### src/rtl/rst_seq.sv
// Reset sequencer: waits for a filtered PLL lock, then releases N_CH domain resets in index order.
// Optional lock-loss statistics counter is built only when RST_SEQ_STATS_EN is defined.
module rst_seq #(
    parameter int N_CH        = 4,
    parameter int STRETCH_LEN = 16,
    parameter int LOCK_FILT   = 4
) (
    input  logic            clk,
    input  logic            rst_n,
    input  logic            pll_lock,
    input  logic [N_CH-1:0] sw_rst_req,
    output logic [N_CH-1:0] rst_out,
    output logic            ready,
    output logic [7:0]      lock_loss_cnt
);

    localparam int CNT_W = $clog2(STRETCH_LEN + 1);
    localparam int CH_W  = $clog2(N_CH + 1);
    localparam int FLT_W = $clog2(LOCK_FILT + 1);

    localparam logic [CNT_W-1:0] CNT_LAST = CNT_W'(STRETCH_LEN - 1);
    localparam logic [CH_W-1:0]  CH_LAST  = CH_W'(N_CH - 1);
    localparam logic [FLT_W-1:0] FLT_MAX  = FLT_W'(LOCK_FILT);

    typedef enum logic [1:0] {
        WAIT_LOCK,
        STRETCH,
        RUN
    } state_t;

    state_t           state, state_nxt;
    logic [CH_W-1:0]  ch, ch_nxt;
    logic [CNT_W-1:0] cnt, cnt_nxt;
    logic [N_CH-1:0]  rst_nxt;
    logic             ready_nxt;

    logic             sync1, lock_s;
    logic [FLT_W-1:0] filt;
    logic             lock_ok;

    logic             req_any;
    logic [CH_W-1:0]  req_idx;
    logic [N_CH-1:0]  hold_mask;
    logic [N_CH-1:0]  rel_mask;

    // Two-flop synchroniser followed by a saturating run-length filter
    always_ff @(posedge clk) begin
        if (!rst_n) begin
            sync1  <= 1'b0;
            lock_s <= 1'b0;
            filt   <= '0;
        end else begin
            sync1  <= pll_lock;
            lock_s <= sync1;
            if (!lock_s)
                filt <= '0;
            else if (filt != FLT_MAX)
                filt <= filt + FLT_W'(1);
        end
    end

    assign lock_ok = (filt == FLT_MAX);

    // Lowest requesting index wins; hold_mask covers that domain and everything after it
    always_comb begin
        req_any   = |sw_rst_req;
        req_idx   = '0;
        hold_mask = '0;
        rel_mask  = '0;
        for (int j = N_CH - 1; j >= 0; j--) begin
            if (sw_rst_req[j])
                req_idx = CH_W'(j);
        end
        for (int j = 0; j < N_CH; j++) begin
            hold_mask[j] = (CH_W'(j) >= req_idx);
            rel_mask[j]  = (CH_W'(j) == ch);
        end
    end

    always_comb begin
        state_nxt = state;
        ch_nxt    = ch;
        cnt_nxt   = cnt;
        rst_nxt   = rst_out;
        ready_nxt = ready;
        unique case (state)
            WAIT_LOCK: begin
                if (lock_ok) begin
                    state_nxt = STRETCH;
                    ch_nxt    = '0;
                    cnt_nxt   = '0;
                end
            end
            STRETCH, RUN: begin
                if (!lock_ok) begin
                    // Lock loss outranks any software request this cycle
                    state_nxt = WAIT_LOCK;
                    ch_nxt    = '0;
                    cnt_nxt   = '0;
                    rst_nxt   = '1;
                    ready_nxt = 1'b0;
                end else if (req_any && (state == RUN || req_idx <= ch)) begin
                    state_nxt = STRETCH;
                    ch_nxt    = req_idx;
                    cnt_nxt   = '0;
                    rst_nxt   = rst_out | hold_mask;
                    ready_nxt = 1'b0;
                end else if (state == STRETCH) begin
                    if (cnt == CNT_LAST) begin
                        rst_nxt = rst_out & ~rel_mask;
                        cnt_nxt = '0;
                        if (ch == CH_LAST) begin
                            state_nxt = RUN;
                            ready_nxt = 1'b1;
                        end else begin
                            ch_nxt = ch + CH_W'(1);
                        end
                    end else begin
                        cnt_nxt = cnt + CNT_W'(1);
                    end
                end
            end
            default: begin
                state_nxt = WAIT_LOCK;
                ch_nxt    = '0;
                cnt_nxt   = '0;
                rst_nxt   = '1;
                ready_nxt = 1'b0;
            end
        endcase
    end

    always_ff @(posedge clk) begin
        if (!rst_n) begin
            state   <= WAIT_LOCK;
            ch      <= '0;
            cnt     <= '0;
            rst_out <= '1;
            ready   <= 1'b0;
        end else begin
            state   <= state_nxt;
            ch      <= ch_nxt;
            cnt     <= cnt_nxt;
            rst_out <= rst_nxt;
            ready   <= ready_nxt;
        end
    end

`ifdef RST_SEQ_STATS_EN
    logic lost;
    assign lost = (state != WAIT_LOCK) && !lock_ok;

    always_ff @(posedge clk) begin
        if (!rst_n)
            lock_loss_cnt <= 8'h00;
        else if (lost && lock_loss_cnt != 8'hFF)
            lock_loss_cnt <= lock_loss_cnt + 8'd1;
    end
`else
    assign lock_loss_cnt = 8'h00;
`endif

endmodule

### config.mk
export PLATFORM = sky130hd
export DESIGN_NAME = rst_seq
export DESIGN_NICKNAME = d
export VERILOG_FILES = /design/src/rtl/rst_seq.sv
export SDC_FILE = /design/constraint.sdc
export NUM_CORES = 1
export LEC_CHECK = 0
export BUFFER_PORTS_ARGS = -buffer_cell sky130_fd_sc_hd__buf_2
export CORE_ASPECT_RATIO = 0.75
export CORE_MARGIN = 2
export CORE_UTILIZATION = 55
export DETAILED_ROUTE_END_ITERATION = 10
export HOLD_SLACK_MARGIN = 0.1
export PLACE_DENSITY = 0.78
export SETUP_SLACK_MARGIN = 0.05
export SYNTH_ARGS = -nofsm -noshare
export SYNTH_HDL_FRONTEND = slang
export SYNTH_SLANG_ARGS = --single-unit
### constraint.sdc
create_clock -name clk -period 6.77 [get_ports clk]
set_input_delay 0.3385 -clock clk [delete_from_list [all_inputs] [get_ports clk]]
set_output_delay 0.3385 -clock clk [all_outputs]
set_load 0.05 [all_outputs]
# Word-level counts from Yosys, hierarchy flattened
# Cells that the tools add are included.
# op_classes
add_sub_neg,3
magnitude_cmp,5
n_eq_ne,14
n_mux,35
bitwise,4
reduce_logical,12
# ops
op,n
$mux W3,9
$mux W5,5
$mux W4,4
$ne A4 B4 Y1 const B,4
$mux W2,7
$reduce_and A4 Y1,3
$pmux W5 S2,1
$pmux W4 S2,1
$add A3 B1 Y3 const B,2
$eq A2 B3 Y1 const A,2
$ge A1 B3 Y1 const A,2
$ge A2 B3 Y1 const A,2
$pmux W3 S2,1
$add A5 B1 Y5 const B,1
$eq A5 B4 Y1 const B,1
$mux W1,5
$and A4 B4 Y4,1
$not A4 Y4,1
$or A4 B4 Y4,1
$pmux W2 S2,1
$reduce_and A2 Y1,2
$reduce_or A4 Y1,1
$eq A1 B3 Y1 const A,1
$eq A3 B2 Y1 const B,1
other kinds (14),14
# word_totals
regBits,20
input_bits,7
output_inout_bits,13
elab_cells,81

# Logic depth before layout (Yosys ltp)
# depth
depth_word,10
ltp_mapped,9
depth_no_buf,8

# Worst setup path before layout
# No wires, ideal clock.
# synth_timing
path_type,input to register
from,in sw_rst_req[3]
to,reg ch[0]
setup_time_ns,0.074
arrival_time_ns,2.318
required_ns,6.696
setup_slack_ns,4.378
stages,8
n_path_buf,0
path_cell_list,nor2b_1 -> o21bai_1 -> ha_1 -> or4_4 -> a211oi_4 -> nand3_2 -> or3_1 -> a31oi_1
# synth_between
elab_chain_cells,10
elab_cells_between_ends,15
cone_classes,order compare: 1; eq/ne: 3; mux: 7; reduce/logical: 4
# synth_lines
item,line_no,rtl
from (decl),11,"input logic [N_CH-1:0] sw_rst_req,"
$mux W2,71,if (sw_rst_req[j])
$mux W3 (3 in series),71,
$le A3 B3 Y1,102,end else if (req_any && (state == RUN || req_idx <= ch)) begin
$logic_or A1 B1 Y1,102,
$logic_and A1 B1 Y1,102,
$mux W3,102,
$mux W3,95,if (!lock_ok) begin
$pmux W3 S2,86,unique case (state)
to (signal assigned),142,ch <= ch_nxt;
to (decl),32,"logic [CH_W-1:0] ch, ch_nxt;"
# Several ways; a longest one is shown, not always the timed one.
# A chain may end at the register's enable or synchronous reset.

# Final worst setup path
# layout_timing
from,reg ch[0]
to,reg ch[0]
# layout_between
elab_chain_cells,7
elab_cells_between_ends,15
cone_classes,add/sub: 1; order compare: 1; eq/ne: 4; mux: 6; reduce/logical: 3
# layout_lines
item,line_no,rtl
$add A3 B1 Y3,116,ch_nxt = ch + CH_W'(1);
$mux W3,112,if (ch == CH_LAST) begin
$mux W3,109,if (cnt == CNT_LAST) begin
$mux W3,108,end else if (state == STRETCH) begin
$mux W3,102,
$mux W3,95,
$pmux W3 S2,86,
# Several ways; a longest one is shown, not always the timed one. The select of a mux whose other input is x is not followed.

==> results.toml <==
[synthesis]
yosysTopAreaCell = "dfxtp_1"
ys_top_cells_by_area = "dfxtp_1 32%, ha_1 12%, buf_4 4.8%"
avgSynthCellArea_um2 = 8.48
yosysMostFrequentCell = "dfxtp_1"
synth_area_um2 = 1240
ys_async_sr_fraction_pct = 0
syn-instance-count = 146
ys_seq_elements = 20
yosys_most_used_dff = "dfxtp_1"
synthTopCellsByCount = "20 x dfxtp_1, 15 x nand2_1, 12 x ha_1"
synthDistinctLibCells = 45
synth_warnings = 0
ys_seq_area_share_pct = 32.3
netlist.area_leader.share_pct = 32.3
synth_edf_count = 0

[min_path]
hold_start = "pll_lock"
holdPathEnd = "sync1$_SDFF_PN0_"
hp-class = "in2reg"
holdPathStages = 2

[timing]
setup_viol = 0
hold_viol_final = 0
rsz0062_at_grt = "no"
fin_crit_sh_pct = 37.2
min_period_ns = 2.52
final_max_slew_viol_count = 0
clock_skew_ns = 0.0148
maxSlewHeadroom_pct = 52.6
tightestPinTransition_ns = 0.709
setup-tns-final_ns = 0
fmaxAchievable_mhz = 397

[setup_path]
ff2ff_path_depth = 6
critPathRequiredTime_ns = 7.01
start_kind = "register"
critPathCaptureType = "register"
critPathMaxFanout = 7
r2r-start = "ch[0]$_SDFFE_PN0P_"
critPathLaunch = "ch[0]$_SDFFE_PN0P_"
worstSetupPathType = "reg2reg"
cp.arrival_ns = 2.76
r2r_end = "ch[0]$_SDFFE_PN0P_"
r2r_slack_ns = 4.25

[floorplan]
die_h_um = 45.1
die_w_um = 58.8
fp-row-count = 14
num_io_pins = 20
die-area_um2 = 2650
initial_core_util_pct = 59.9
core-area_um2 = 2070

[clock_tree]
cts_tree = "done"
cts.htree.levels = 1
clock_path_buffers = 2
ctsResizeCount = 0
clockRootBuffer = "clkbuf_4"
cts.clk_slew.worst_paths_ns = 0.12
cts_buffers = 3
postCtsSetupBuffers = 0
cts_sinks = 20
clk_latency_ns = 0.31
cts_hold_buf = 0

[route]
viasPerCell = 6.02
finalWirelength_um = 2660
drc = 3
dr.pass1.iters = 7
drt_iter0_drc = 63
vias = 1095
routedWlPerCell_um = 14.6
ant_nets = 0

[outcome]
status = "finished, violations left"
violations = "design-rule violations"

[layout]
drive_gt1_share_pct = 15.8
synthToLayoutAreaGrowth_pct = 5.86
fillers = 193
fin_nets = 178
antenna_cells = 0

[power]
p_int_mw = 0.162
leakage_nw = 0.503
switching_power_mw = 0.0681
clock_power_share_pct = 31.0
p_total_mw = 0.230
ir_drop_uv = 154
pwr-share-comb_pct = 16.6
power.density_nw_per_um2 = 176
sw_frac_of_total_pct = 29.6
p_seq_share_pct = 52.4

[placement]
portBuffers = 11
dp_hpwl_um = 1960
place.gp.congestion = 0.826

[grt]
grt_pass1_vias = 970
grt_start_max_net_pins = 16
grt_pass1_wl_um = 4450
grt_remaining_overflow = 0
antenna_found_initial = 0
track_usage_pct = 22.7

[flow_run]
max-cap-violations = 0
power groups by stage:
stage	clock network (mW)	logic, mW	registers [mW]
2_1_floorplan	0	0.0316	0.125
6_report	0.0714	0.0381	0.121
5_1_grt	0.0803	0.0411	0.121
3_5_place_dp	0	0.0372	0.123
4_1_cts	0.0733	0.0374	0.121
3_3_place_gp	0	0.0369	0.123
kinds of logic after synthesis:
family	count (synthesis)	share of synthesized area, %
and+or+nand+nor	55	23.4
AOI/OAI and AO/OA	36	21.2
DFF	20	32.3
buffers and inverters	20	9.09
adders and majority gates	12	12.1
other	1	0.303
xor gates and xnor gates	1	0.707
muxes	1	0.808
registers in the layout (all words and copies together), names as in the netlist:
name and count:
ready 1, filt 3, sync1 1, cnt 5, lock_s 1, state 2
rst_out 4, ch 3
worst max-delay path, cell delays in order (launching register included):
cell and delay [ns]:
dfxtp_1 0.49, ha_1 0.28, or4_4 0.56, a211oi_4 0.34, nand3_2 0.16, or3_1 0.40, a31oi_1 0.21
final cells by class:
type,instances,area [um2],share of cell area [%]
multi-input cells,113,752,57.3
clock buffers,4,36.3,2.77
flip-flops and latches,20,400,30.5
inverters,10,37.5,2.86
well taps,24,30.0,2.29
repair buffers,11,55.1,4.20
metrics by stage:
stage	utilization, %	setup slack, ns	hold slack, ns	cell area [um2]	std cells
floorplan	-	4.38	0.412	1260	153
finish	63.4	4.25	0.233	1310	182
detailed placement	61.7	4.09	0.431	1270	178
global route	63.4	4.15	0.216	1310	182
global placement	61.7	4.18	0.420	1270	178
CTS	63.4	4.27	0.224	1310	182
routing by layer:
metal	track usage [%]	part of all wire (%)	up-vias
met5	0	0	-
met1	31.8	49	506
met3	6.30	7.1	7
li1	-	-	532
met2	34.9	43	50
met4	5.45	1.0	0
cell usage in the layout (no fill, tap or decap), types with 2 or more instances in the layout:
| cell | instances |
|---|---|
| and2_1 | 3 |
| a31o_2 | 2 |
| ha_1 | 12 |
| clkbuf_4 | 3 |
| o211ai_1 | 2 |
| nor3_1 | 2 |
| nand2_1 | 15 |
| and4_1 | 2 |
| dfxtp_1 | 20 |
| inv_1 | 10 |
| o21ai_0 | 4 |
| or3_1 | 5 |
| conb_1 | 8 |
| o31ai_1 | 2 |
| buf_2 | 11 |
| a21oi_1 | 10 |
| nor2_1 | 10 |
| nand3_1 | 7 |
| o21bai_1 | 2 |
| nand4b_1 | 2 |
| or2_2 | 2 |
worst max path at each step:
stage | to | slack, ns | depth (start not counted)
after floorplan | ch[0]$_SDFFE_PN0P_ | 4.38 | 8
after global placement | ch[0]$_SDFFE_PN0P_ | 4.18 | 9
after detailed placement | ch[0]$_SDFFE_PN0P_ | 4.09 | 9
after CTS | ch[0]$_SDFFE_PN0P_ | 4.27 | 6
after global routing | ch[0]$_SDFFE_PN0P_ | 4.15 | 6
final | ch[0]$_SDFFE_PN0P_ | 4.25 | 6
(Power assumes the default switching activity.)
